### src/rtl/mini_alu_pkg.sv
// mini_alu shared definitions: opcodes, field widths, instruction word.
// Optional SMUL datapath is enabled with the MINI_ALU_SMUL_EN macro.
package mini_alu_pkg;

    localparam int OP_W    = 4;
    localparam int FIELD_W = 8;
    localparam int PC_W    = 8;
    localparam int IMM_W   = 2 * FIELD_W;
    localparam int INSTR_W = OP_W + 3 * FIELD_W;

    typedef enum logic [OP_W-1:0] {
        OP_NOP  = 4'd0,
        OP_LED  = 4'd1,
        OP_BLE  = 4'd2,
        OP_STO  = 4'd3,
        OP_ADD  = 4'd4,
        OP_JMP  = 4'd5,
        OP_SUB  = 4'd6,
        OP_SMUL = 4'd7
    } op_e;

    typedef struct packed {
        logic [OP_W-1:0]    op;
        logic [FIELD_W-1:0] dest;
        logic [FIELD_W-1:0] src1;
        logic [FIELD_W-1:0] src0;
    } instr_t;

    function automatic instr_t mk_instr(
        input logic [OP_W-1:0]    op,
        input logic [FIELD_W-1:0] dest,
        input logic [FIELD_W-1:0] src1,
        input logic [FIELD_W-1:0] src0
    );
        instr_t i;
        i.op   = op;
        i.dest = dest;
        i.src1 = src1;
        i.src0 = src0;
        return i;
    endfunction

    function automatic instr_t mk_imm(
        input logic [OP_W-1:0]    op,
        input logic [FIELD_W-1:0] dest,
        input logic [IMM_W-1:0]   imm
    );
        return mk_instr(op, dest, imm[15:8], imm[7:0]);
    endfunction

    // 8x8 signed product, low 16 bits of the sign-extended multiply
    function automatic logic [15:0] smul8(
        input logic [7:0] x,
        input logic [7:0] y
    );
        return {{8{x[7]}}, x} * {{8{y[7]}}, y};
    endfunction

endpackage

### src/rtl/mini_alu_if.sv
// mini_alu observation bus: current PC and a register peek port.
// The master selects a register, the slave returns it combinationally.
interface mini_alu_if
    import mini_alu_pkg::*;
#(
    parameter int DATA_W = 16
);
    logic [PC_W-1:0]   pc;
    logic [3:0]        sel;
    logic [DATA_W-1:0] rdata;

    modport master (
        output sel,
        input  pc,
        input  rdata
    );

    modport slave (
        input  sel,
        output pc,
        output rdata
    );
endinterface

### src/rtl/mini_alu_rom.sv
// mini_alu instruction ROM, combinational read from the 8-bit PC.
// PROG 0 is the LED counting demo, PROG 1 an arithmetic/branch exerciser.
module mini_alu_rom
    import mini_alu_pkg::*;
#(
    parameter int ROM_DEPTH = 256,
    parameter int PROG      = 0
) (
    input  logic [PC_W-1:0] addr,
    output instr_t          instr
);

    // program lookup; unused addresses read as NOP
    always_comb begin
        instr = mk_instr(OP_NOP, 8'd0, 8'd0, 8'd0);
        if (int'(addr) < ROM_DEPTH) begin
            if (PROG == 0) begin
                case (addr)
                    8'd1: instr = mk_imm(OP_STO, 8'd1, 16'h0007);
                    8'd2: instr = mk_imm(OP_STO, 8'd2, 16'h0000);
                    8'd3: instr = mk_imm(OP_STO, 8'd3, 16'h0001);
                    8'd4: instr = mk_instr(OP_ADD, 8'd2, 8'd2, 8'd3);
                    8'd5: instr = mk_instr(OP_LED, 8'd0, 8'd2, 8'd0);
                    8'd6: instr = mk_instr(OP_BLE, 8'd4, 8'd2, 8'd1);
                    8'd7: instr = mk_instr(OP_SMUL, 8'd4, 8'd2, 8'd1);
                    8'd8: instr = mk_instr(OP_LED, 8'd0, 8'd4, 8'd0);
                    8'd9: instr = mk_instr(OP_JMP, 8'd9, 8'd0, 8'd0);
                    default: ;
                endcase
            end else begin
                case (addr)
                    8'd0:   instr = mk_imm(OP_STO, 8'd1, 16'hFFFF);
                    8'd1:   instr = mk_imm(OP_STO, 8'd2, 16'h0001);
                    8'd2:   instr = mk_instr(OP_ADD, 8'd3, 8'd1, 8'd2);
                    8'd3:   instr = mk_instr(OP_SUB, 8'd4, 8'd3, 8'd2);
                    8'd4:   instr = mk_imm(OP_STO, 8'd5, 16'h00FF);
                    8'd5:   instr = mk_imm(OP_STO, 8'd6, 16'h0002);
                    8'd6:   instr = mk_instr(OP_SMUL, 8'd7, 8'd5, 8'd6);
                    8'd7:   instr = mk_instr(4'hF, 8'd1, 8'd2, 8'd3);
                    8'd8:   instr = mk_instr(OP_ADD, 8'd1, 8'd1, 8'd1);
                    8'd9:   instr = mk_instr(OP_LED, 8'd0, 8'd4, 8'd0);
                    8'd10:  instr = mk_instr(OP_BLE, 8'd13, 8'd2, 8'd2);
                    8'd11:  instr = mk_imm(OP_STO, 8'd8, 16'hDEAD);
                    8'd12:  instr = mk_imm(OP_STO, 8'd8, 16'hDEAD);
                    8'd13:  instr = mk_instr(OP_BLE, 8'd15, 8'd9, 8'd0);
                    8'd14:  instr = mk_instr(OP_JMP, 8'd14, 8'd0, 8'd0);
                    8'd15:  instr = mk_instr(OP_JMP, 8'd254, 8'd0, 8'd0);
                    8'd255: instr = mk_imm(OP_STO, 8'd9, 16'h1234);
                    default: ;
                endcase
            end
        end
    end

endmodule

### src/rtl/mini_alu.sv
// mini_alu: single-cycle 16-register micro-sequencer driving an LED port.
// SMUL is only built when MINI_ALU_SMUL_EN is defined; otherwise it is a NOP.
module mini_alu
    import mini_alu_pkg::*;
#(
    parameter int DATA_W    = 16,
    parameter int REG_COUNT = 16,
    parameter int ROM_DEPTH = 256,
    parameter int PROG      = 0
) (
    input  logic       Clock,
    input  logic       Reset,
    output logic [7:0] oLed,
    mini_alu_if.slave  dbg
);

    localparam int RA_W = $clog2(REG_COUNT);

    logic [PC_W-1:0]   pc;
    logic [PC_W-1:0]   pc_nxt;
    logic [DATA_W-1:0] regs [REG_COUNT];
    logic [7:0]        led_nxt;
    logic              wr_en;
    logic [DATA_W-1:0] wr_data;
    logic [DATA_W-1:0] a;
    logic [DATA_W-1:0] b;
    logic [IMM_W-1:0]  imm;
    instr_t            ins;

    mini_alu_rom #(
        .ROM_DEPTH (ROM_DEPTH),
        .PROG      (PROG)
    ) u_rom (
        .addr  (pc),
        .instr (ins)
    );

    assign a   = regs[ins.src1[RA_W-1:0]];
    assign b   = regs[ins.src0[RA_W-1:0]];
    assign imm = {ins.src1, ins.src0};

    assign dbg.pc    = pc;
    assign dbg.rdata = regs[dbg.sel[RA_W-1:0]];

    // decode/execute: sources are read before the edge, so dest==src sees old data
    always_comb begin
        pc_nxt  = pc + 8'd1;
        led_nxt = oLed;
        wr_en   = 1'b0;
        wr_data = '0;
        unique case (ins.op)
            OP_LED: led_nxt = a[7:0];
            OP_BLE: begin
                if (a <= b) pc_nxt = ins.dest;
            end
            OP_STO: begin
                wr_en   = 1'b1;
                wr_data = DATA_W'(imm);
            end
            OP_ADD: begin
                wr_en   = 1'b1;
                wr_data = a + b;
            end
            OP_JMP: pc_nxt = ins.dest;
            OP_SUB: begin
                wr_en   = 1'b1;
                wr_data = a - b;
            end
            OP_SMUL: begin
`ifdef MINI_ALU_SMUL_EN
                wr_en   = 1'b1;
                wr_data = DATA_W'(smul8(a[7:0], b[7:0]));
`endif
            end
            default: ;
        endcase
    end

    // architectural state: PC, LED latch and register file
    always_ff @(posedge Clock) begin
        if (Reset) begin
            pc   <= '0;
            oLed <= '0;
            for (int i = 0; i < REG_COUNT; i++) begin
                regs[i] <= '0;
            end
        end else begin
            pc   <= pc_nxt;
            oLed <= led_nxt;
            if (wr_en) begin
                regs[ins.dest[RA_W-1:0]] <= wr_data;
            end
        end
    end

endmodule

### src/flat_wrapper.sv
// flat-port wrapper written by rule: the top's interface ports become plain ports
module mini_alu_flat import mini_alu_pkg::*;
#(
    parameter int DATA_W    = 16,
    parameter int REG_COUNT = 16,
    parameter int ROM_DEPTH = 256,
    parameter int PROG      = 0
)
  (Clock, Reset, oLed, dbg_sel, dbg_pc, dbg_rdata);
  mini_alu_if #(.DATA_W(DATA_W)) dbg_i ();
  input  logic Clock;
  input  logic Reset;
  output logic [7:0] oLed;
  input wire logic [$bits(dbg_i.sel)-1:0] dbg_sel;
  output wire logic [$bits(dbg_i.pc)-1:0] dbg_pc;
  output wire logic [$bits(dbg_i.rdata)-1:0] dbg_rdata;
  assign dbg_i.sel = dbg_sel;
  assign dbg_pc = dbg_i.pc;
  assign dbg_rdata = dbg_i.rdata;
  mini_alu #(.DATA_W(DATA_W), .REG_COUNT(REG_COUNT), .ROM_DEPTH(ROM_DEPTH), .PROG(PROG)) u_core (.Clock(Clock), .Reset(Reset), .oLed(oLed), .dbg(dbg_i));
endmodule
### config.mk
export PLATFORM = sky130hd
export DESIGN_NAME = mini_alu_flat
export DESIGN_NICKNAME = d
export VERILOG_FILES = /design/src/rtl/mini_alu_pkg.sv /design/src/rtl/mini_alu_if.sv /design/src/rtl/mini_alu_rom.sv /design/src/rtl/mini_alu.sv /design/src/flat_wrapper.sv
export SDC_FILE = /design/constraint.sdc
export NUM_CORES = 1
export LEC_CHECK = 0
export CAP_MARGIN = 15
export CORE_MARGIN = 4
export CORE_UTILIZATION = 50
export CTS_CLUSTER_SIZE = 30
export DETAILED_ROUTE_END_ITERATION = 10
export PLACE_DENSITY = 0.72
export SLEW_MARGIN = 30
export SYNTH_ARGS = -nofsm -noshare
export SYNTH_HDL_FRONTEND = slang
export SYNTH_SLANG_ARGS = --single-unit
export TNS_END_PERCENT = 5
### constraint.sdc
create_clock -name Clock -period 5.3 [get_ports Clock]
set_input_delay 0.53 -clock Clock [delete_from_list [all_inputs] [get_ports Clock]]
set_output_delay 0.53 -clock Clock [all_outputs]
set_load 0.01 [all_outputs]
**Yosys cells after proc, flatten, opt, wreduce, memory -nomap -nowiden**

Memories as Yosys holds them, arrays and structs flattened.
Cells that the tools add are included.

- Bits in registers: 16
- RAM bits: 256
- Bits of input ports: 6
- Memories: 1

- Add/sub/neg operators: 3
- Magnitude comparators: 1
- Equality and inequality tests: 15
- Muxes and demuxes: 13
- Reduce and logical (&&, ||, !) cells: 2

Memories:

| name | depth | bits a word | rd ports | clocked after Yosys merged registers in | write ports | RTL line | text |
|---|---|---|---|---|---|---|---|
| u_core.regs | 16 | 16 | 3 | 0 | 16 | mini_alu.sv:21 | `logic [DATA_W-1:0] regs [REG_COUNT];` |

Operators with widths:

| operator | number |
|---|---|
| $pmux W27 S9 | 1 |
| $pmux W16 S3 | 1 |
| $eq A8 B3 Y1 const B | 4 |
| $add A16 B16 Y16 | 1 |
| $eq A8 B2 Y1 const B | 2 |
| $eq A8 B4 Y1 const B | 2 |
| $le A16 B16 Y1 | 1 |
| $mux W16 | 1 |
| $pmux W8 S2 | 1 |
| $reduce_or A16 Y1 | 1 |
| $sub A16 B16 Y16 | 1 |
| $eq A3 B3 Y1 const B | 3 |
| $add A8 B1 Y8 const B | 1 |
| $eq A8 B1 Y1 const B | 1 |
| $mux W8 | 1 |
| $mux W1 | 7 |
| $eq A3 B2 Y1 const B | 2 |
| $mux W4 | 1 |
| $eq A3 B1 Y1 const B | 1 |
| $reduce_or A3 Y1 | 1 |

**Depth between registers and ports, before layout**

Gate-level depths: netlist (run 1).

- Word-level depth: 10
- Depth in mapped cells: 22

**Hierarchy**

Synthesis (run 1) repeated with hierarchy kept, for this count alone.

- Cells, all modules: 1330
- Area total of the unflattened synthesis: 17982.2 µm²

By module, submodules not included:

| module | times used | cells an instance | area an instance (µm²) |
|---|---|---|---|
| mini_alu | 1 | 1281 | 17634.4 |
| mini_alu_rom | 1 | 49 | 347.8 |

**Least setup slack after synthesis (run 1)**

No wires, ideal clock.

- Path kind: register to register
- From: register u_core.pc[4] (netlist: u_core.dbg.pc[4])
- To: memory u_core.regs[2][12] (data pin)
- Setup time: 0.256 ns
- Arrival: 3.994 ns
- Slack: 1.050 ns
- Cell stages (with the launch flop): 21
- Cell sequence: dfxtp_1 or4_4 buf_6 nand2b_1 o21bai_1 buf_2 buf_2 mux2i_1 nand2_1 o211ai_1 o21ai_0 ha_1 inv_1 fa_1 nor2b_1 o21ai_0 a21oi_1 a221oi_1 xnor2_1 o32ai_1 nor2b_1

RTL lines:

| what | RTL line | text |
|---|---|---|
| from (decl) | mini_alu.sv:19 | `logic [PC_W-1:0] pc;` |
| from (signal assigned) | mini_alu.sv:88 | `pc <= pc_nxt;` |
| to (decl) | mini_alu.sv:21 |  |

==> impl_metrics.csv, run 1 <==
group,metric,value,unit
run_status,status,"finished clean",
power,switching_share,0.358,
flow_run,drv_cap,0,
floorplan,dieHeight,173,um
clocking,clock_sinks,272,
clocking,cts_made_buffers,28,
min_path,worstHoldStart,"Reset",
power,p_leak,6.16,nW
clocking,htree_levels,1,
floorplan,start_util,0.508,
synth,netlist_area,13700,um^2
global_route,track_usage,0.202,
global_route,grt_max_degree,92,
setup_path,cp-end-kind,"register",
synth,synth_edf_count,256,
detailed_routing,via_per_inst,5.47,
placement,dp.cells,1524,
power,p_per_area,486,nW/um^2
setup_path,r2r_setup_slack,440,ps
timing,setup_viol,0,
synth,synth-main-ff-cell,"edfxtp_1",
floorplan,dieArea,30100,um^2
min_path,min_to,"u_core.oLed[4]",
clocking,cts_setup_buffers,0,
detailed_routing,drt_iter0_drc,802,
detailed_routing,drt_wl_total,30400,um
detailed_routing,met3_length,1990,um
power,seqPwrFrac,0.339,
cells_and_area,fillers,2061,
clocking,cts_tree,"yes",
detailed_routing,drc,0,
detailed_routing,avgRoutedWirePerCell,19.3,um
synth,synthCells,959,
timing,finalSetupTns,0,ps
power,irDropWorstVdd,0.346,mV
detailed_routing,met1Wirelength,13400,um
floorplan,io_pins,38,
cells_and_area,multiInputGateArea,6130,um^2
power,power.switching,0.00283,W
cells_and_area,syn2layout_area_growth,19.0,%
cells_and_area,antenna-diode-count,0,
global_route,grt_pass1_wl,48200,um
global_route,grt_pass1_vias,8646,
cells_and_area,drive_above_1_share,0.158,
detailed_routing,dr_wl_met2,14500,um
timing,fmaxAchievable,206,MHz
timing,finalHoldViolCount,0,
setup_path,reg2reg_to,"u_core.regs[6][15]",
clocking,clk_path_buf_depth,3,
clocking,clkLatencyLatePin,530,ps
power,p_int,0.00509,W
timing,clock_skew,12.3,ps
timing,drv_slew,0,
floorplan,num_rows,60,
timing,worst_pin_slew,864,ps
global_route,gr-total-overflow,0,
clocking,clk_pin_slew,60,ps
setup_path,criticalPathCategory,"reg2reg",
synth,ys_warn_count,0,
synth,synth_seq_cells,272,
detailed_routing,vias,8619,
setup_path,crit_arrival,5120,ps
detailed_routing,routed.top_layer,"met4",
placement,dpl_cell_area,15400,um^2
cells_and_area,fin_area,16300,um^2
clocking,cts_root_buffer,"clkbuf_16",
detailed_routing,drt-pass1-iter-count,7,
setup_path,cp_max_fo,19,
synth,synthArstFlopShare,0,
placement,port_buffers,37,
power,power_frac_comb,0.420,
placement,hpwl,21100,um
cells_and_area,final_cell_mix,"edfxtp_1 (256), conb_1 (216), mux4_2 (80)",
cells_and_area,layoutNonFillerInstCount,1575,
cells_and_area,ff_latch_area,8010,um^2
timing,timing.final.crit_share,0.916,
synth,avgSynthCellArea,14.3,um^2
setup_path,start_kind,"register",
synth,synth-seq-area-share,0.585,
timing,rsz0062_at_grt,"false",
setup_path,cp.required,5560,ps
cells_and_area,layout_commonest_cell,"edfxtp_1",
setup_path,r2r_cells,16,
placement,place.gp.congestion,0.969,
synth,ys_types,70,
timing,min_period,4860,ps
setup_path,reg2reg_from,"u_core.dbg.pc[4]",
power,power_frac_clock,0.240,
detailed_routing,ant_nets,0,
global_route,antenna_found_initial,0,
floorplan,core,27000,um^2
timing,maxSlewHeadroom,0.424,
min_path,hold_class,"in2reg",
cells_and_area,layout.nets,1257,
floorplan,die_x,173,um
min_path,hold_depth,2,
power groups by stage:
stage	registers (W)	logic [W]	clock network (W)
floorplan	0.00269	0.00229	0
global placement	0.00272	0.00327	0
detailed placement	0.00273	0.00326	0
CTS	0.00269	0.00329	0.00194
global route	0.00271	0.00363	0.00205
finish	0.00269	0.00333	0.00190
layer usage:
metal  vias up  GRT usage
li1       4062          -
met1      4246      0.288
met2       269      0.331
met3        42     0.0327
met4         0     0.0489
met5         -          0
state kept, by name, summed over array words and instances, names as in the netlist:
name           flops
u_core.dbg.pc      8
u_core.oLed        8
u_core.regs      256
cells by family after synthesis:
family / count (synthesis) / share of synthesized area
and+or+nand+nor: 210 / 0.0753
xor gates and xnor gates: 10 / 0.00640
other: 1 / 0.000274
buffers and inverters: 94 / 0.0290
muxes: 138 / 0.174
AOI/OAI and AO/OA: 196 / 0.0936
adders and majority gates: 38 / 0.0359
DFF: 272 / 0.585
per-stage QoR:
stage | total power [W] | setup WS, ps | hold slack [ps] | utilization
2_1_floorplan | 0.00498 | 1050 | 536 | -
3_3_place_gp | 0.00599 | 529 | 477 | 0.570
3_5_place_dp | 0.00599 | 532 | 491 | 0.570
4_1_cts | 0.00791 | 501 | 440 | 0.604
5_1_grt | 0.00839 | 193 | 463 | 0.604
6_report | 0.00792 | 444 | 445 | 0.604
synth_stat cells (all sizes together), types with 5 or more instances:
master / number / area (um^2)
nor3: 15 / 75.1
nor4: 5 / 46.3
mux4: 80 / 1800
buf: 28 / 148
nand2b: 12 / 75.1
a21o: 6 / 45.0
or2: 9 / 56.3
a211oi: 6 / 45.0
nand2: 48 / 180
a21oi: 38 / 194
o21bai: 6 / 45.0
inv: 22 / 82.6
clkbuf: 44 / 166
o21a: 17 / 128
nand3: 8 / 45.0
dfxtp: 16 / 320
o21ai: 59 / 295
o22ai: 5 / 31.3
a221oi: 6 / 52.6
o221ai: 5 / 43.8
mux2i: 56 / 561
nor2: 77 / 292
a2111oi: 5 / 43.8
or3: 8 / 50.1
o211ai: 17 / 128
ha: 36 / 450
nor2b: 7 / 43.8
xnor2: 6 / 52.6
edfxtp: 256 / 7690
worst max-delay path, cell delays in order, from the launching register on:
cell,delay [ps]
dfxtp_1,350
or4_4,650
nand2b_1,280
o21bai_4,290
buf_12,200
buf_4,170
mux2i_1,140
nand2_1,70
o211ai_1,140
o21ai_0,140
ha_1,400
or2_2,350
a2111oi_0,490
o21ai_0,280
nand4_1,160
nor3b_1,360
nor2_1,80
cell type report:
| class | instances | area share |
|---|---|---|
| flip-flops and latches | 272 | 0.492 |
| clock buffers | 40 | 0.0490 |
| repair buffers | 81 | 0.0443 |
| clock inverters | 11 | 0.00676 |
| inverters | 22 | 0.00507 |
| multi-input cells | 808 | 0.377 |
| well taps | 341 | 0.0262 |
worst max path at each step:
stage,startpoint,to,slack (ps),cells after the start
final,u_core.dbg.pc[4],u_core.regs[6][15],440,16
after global routing,u_core.dbg.pc[0],u_core.regs[6][15],190,18
after CTS,u_core.dbg.pc[4],u_core.regs[6][15],500,16
after detailed placement,u_core.dbg.pc[4],u_core.regs[6][15],530,16
after global placement,u_core.dbg.pc[0],u_core.regs[6][15],530,18
after floorplan,u_core.dbg.pc[4],u_core.regs[2][12],1050,20
timing repair:
action | in CTS | in global routing
hold buffers | 0 | 0
setup endpoints to repair | 0 | 2
resized for setup | 0 | 2
Power figures use the tool's default switching activity.
==> inputs of run 2 (changes only) <==
Settings changed: GPL_TIMING_DRIVEN from default to 0.
==> run 2 against run 1 <==
Against the previous run: critical path depth increased by 2; non-clock buffer count up 24; routed wire length up 9.1%; combinational power grew 2%; count of clock-buffer cells in the layout decreased by 7; largest power group unchanged; die area stayed put.
==> impl_metrics.csv, run 2 (synthesized netlist as in run 1, its figures left out) <==
group,metric,value,unit
setup_path,r2r_setup_slack,250,ps
clocking,clk_path_buf_depth,3,
global_route,grt_pass1_vias,9013,
setup_path,cp_max_fo,10,
timing,timing.final.crit_share,0.954,
timing,rsz0062_at_grt,"true",
cells_and_area,final_cell_mix,"edfxtp_1 (256), conb_1 (216), mux4_2 (80)",
detailed_routing,drc,0,
timing,setup_viol,0,
clocking,cts_made_buffers,28,
placement,place.gp.congestion,0.923,
floorplan,die_x,173,um
global_route,antenna_found_initial,0,
clocking,cts_setup_buffers,0,
flow_run,drv_cap,0,
power,total_power,0.00801,W
setup_path,criticalPathCategory,"reg2reg",
setup_path,crit_family,"simple AND/OR/NAND/NOR gates",
clocking,cts_root_buffer,"clkbuf_16",
cells_and_area,antenna-diode-count,0,
power,seqPwrFrac,0.337,
setup_path,reg2reg_from,"u_core.dbg.pc[4]",
setup_path,cp_slowest_stage_delay,560,ps
min_path,hold_class,"reg2reg",
cells_and_area,layout_commonest_cell,"edfxtp_1",
floorplan,num_rows,60,
power,power_frac_comb,0.425,
setup_path,crit_cells,18,
floorplan,io_pins,38,
timing,min_period,5050,ps
timing,maxSlewHeadroom,0.339,
setup_path,cpMostUsedCell,"buf_2",
detailed_routing,ant_nets,0,
placement,port_buffers,33,
cells_and_area,syn2layout_area_growth,18.8,%
setup_path,cp-end-kind,"register",
detailed_routing,drt_iter0_drc,899,
setup_path,start_kind,"register",
power,p_int,0.00495,W
setup_path,path_cells,"or4_4 -> buf_6 -> nand2b_1 -> o21bai_1 -> buf_2 -> buf_2 -> mux2i_1 -> nand2_1 -> o211ai_1 -> o21ai_0 -> ha_1 -> clkbuf_1 -> nand3_1 -> a2111oi_1 -> or2_2 -> o221ai_1 -> nor3b_2 -> nor2_1",
timing,clock_skew,18.8,ps
power,power.switching,0.00306,W
setup_path,r2r_cells,18,
setup_path,path_buf_inv,4,
clocking,htree_levels,1,
run_status,status,"finished clean",
floorplan,core,27000,um^2
placement,hpwl,25100,um
detailed_routing,drt_wl_total,33200,um
cells_and_area,ff_latch_area,8010,um^2
floorplan,start_util,0.508,
floorplan,dieArea,30100,um^2
cells_and_area,regMostFlops,"u_core.regs",
clocking,clk_pin_slew,70,ps
floorplan,dieHeight,173,um
timing,finalHoldViolCount,0,
clocking,clock_sinks,272,
setup_path,cp.required,5560,ps
setup_path,crit_arrival,5320,ps
setup_path,cp-startpoint,"u_core.dbg.pc[4]",
clocking,cts_tree,"yes",
cells_and_area,layout.nets,1281,
cells_and_area,multiInputGateArea,6170,um^2
cells_and_area,largest_register_ffs,256,
power,irDropWorstVdd,0.308,mV
setup_path,crit_slowest_cell,"or4_4",
global_route,track_usage,0.222,
cells_and_area,drive_above_1_share,0.150,
power,p_leak,6.13,nW
power,p_per_area,493,nW/um^2
timing,worst_pin_slew,984,ps
global_route,gr-total-overflow,0,
global_route,grt_pass1_wl,52600,um
detailed_routing,via_per_inst,5.55,
clocking,hold_buffers,0,
detailed_routing,avgRoutedWirePerCell,20.8,um
detailed_routing,vias,8868,
power,switching_share,0.382,
cells_and_area,largest_registers,"u_core.regs x256, u_core.dbg.pc x8, u_core.oLed x8",
setup_path,reg2reg_to,"u_core.regs[6][15]",
power,power_frac_clock,0.238,
clocking,clkLatencyLatePin,540,ps
setup_path,endpoint,"u_core.regs[6][15]",
timing,fmaxAchievable,198,MHz
detailed_routing,drt-pass1-iter-count,5,
cells_and_area,fillers,2088,
global_route,grt_max_degree,17,
min_path,worstHoldStart,"u_core.oLed[4]",
cells_and_area,fin_util,0.603,
timing,drv_slew,0,
==> run 2: cell count changes in the layout (fill, tap and decap cells not counted), moves of 4 or more <==
cell       change
clkbuf_1      +28
a2111oi_0      -4
buf_4         -42
buf_2         +11
o21ai_1        +5
clkinv_2       +6
o21ai_0        -5
buf_1          +8
clkbuf_2      +15
==> run 2: cell type report <==
class                      count  share of cell area
inverter                      22             0.00508
multi-input combinational    808               0.380
sequential                   272               0.493
clock buffer                  33              0.0456
timing repair buffer          33              0.0203
clock inverter                18             0.00963
tap                          341              0.0263
buffer                        72              0.0206
==> run 2: worst reg2reg max path: stages (launching register included) <==
cell	delay, ps
dfxtp_1	350
or4_4	560
buf_6	160
nand2b_1	240
o21bai_1	230
buf_2	200
buf_2	260
mux2i_1	200
nand2_1	80
o211ai_1	130
o21ai_0	130
ha_1	370
clkbuf_1	360
nand3_1	170
a2111oi_1	530
or2_2	250
o221ai_1	130
nor3b_2	310
nor2_1	110
==> run 2: timing repair <==
item                                    CTS  global route
gates resized for setup                   3            28
hold endpoints to repair                  0             0
gates cloned                              0             0
endpoints found under the setup margin    8            24
==> run 2: metrics by stage <==
stage | instance area (um^2) | TNS (ps) | setup slack, ps | std cells | hold WS [ps]
3_5_place_dp | 15200 | -272 | -118 | 1548 | 496
5_1_grt | 16200 | -46.5 | -26.6 | 1599 | 559
2_1_floorplan | 14500 | 0 | 1050 | 1174 | 536
4_1_cts | 16200 | -13.9 | -13.9 | 1599 | 511
6_report | 16200 | 0 | 246 | 1599 | 502
3_3_place_gp | 15200 | -821 | -150 | 1548 | 479
==> run 2: worst min path at each step <==
stage | end | slack, ps | cells past startpoint
2_1_floorplan | u_core.oLed[0] | 540 | 2
3_3_place_gp | u_core.oLed[5] | 480 | 2
3_5_place_dp | u_core.oLed[4] | 500 | 2
4_1_cts | u_core.oLed[4] | 510 | 2
5_1_grt | u_core.oLed[7] | 560 | 2
6_report | u_core.oLed[4] | 500 | 2
==> run 2: power groups by stage <==
| stage | Clock, W | Sequential, W | Combinational, W |
|---|---|---|---|
| 2_1_floorplan | 0 | 0.00269 | 0.00229 |
| 3_3_place_gp | 0 | 0.00273 | 0.00317 |
| 3_5_place_dp | 0 | 0.00274 | 0.00318 |
| 4_1_cts | 0.00194 | 0.00270 | 0.00321 |
| 5_1_grt | 0.00204 | 0.00272 | 0.00369 |
| 6_report | 0.00191 | 0.00270 | 0.00341 |
==> run 2: per-layer routing <==
layer  GRT usage  part of all wire  vias up
met5           0                 0        -
met4      0.0582             0.025        0
met3      0.0390             0.077       57
met2       0.378              0.49      379
met1       0.298              0.41     4321
li1            -                 -     4111
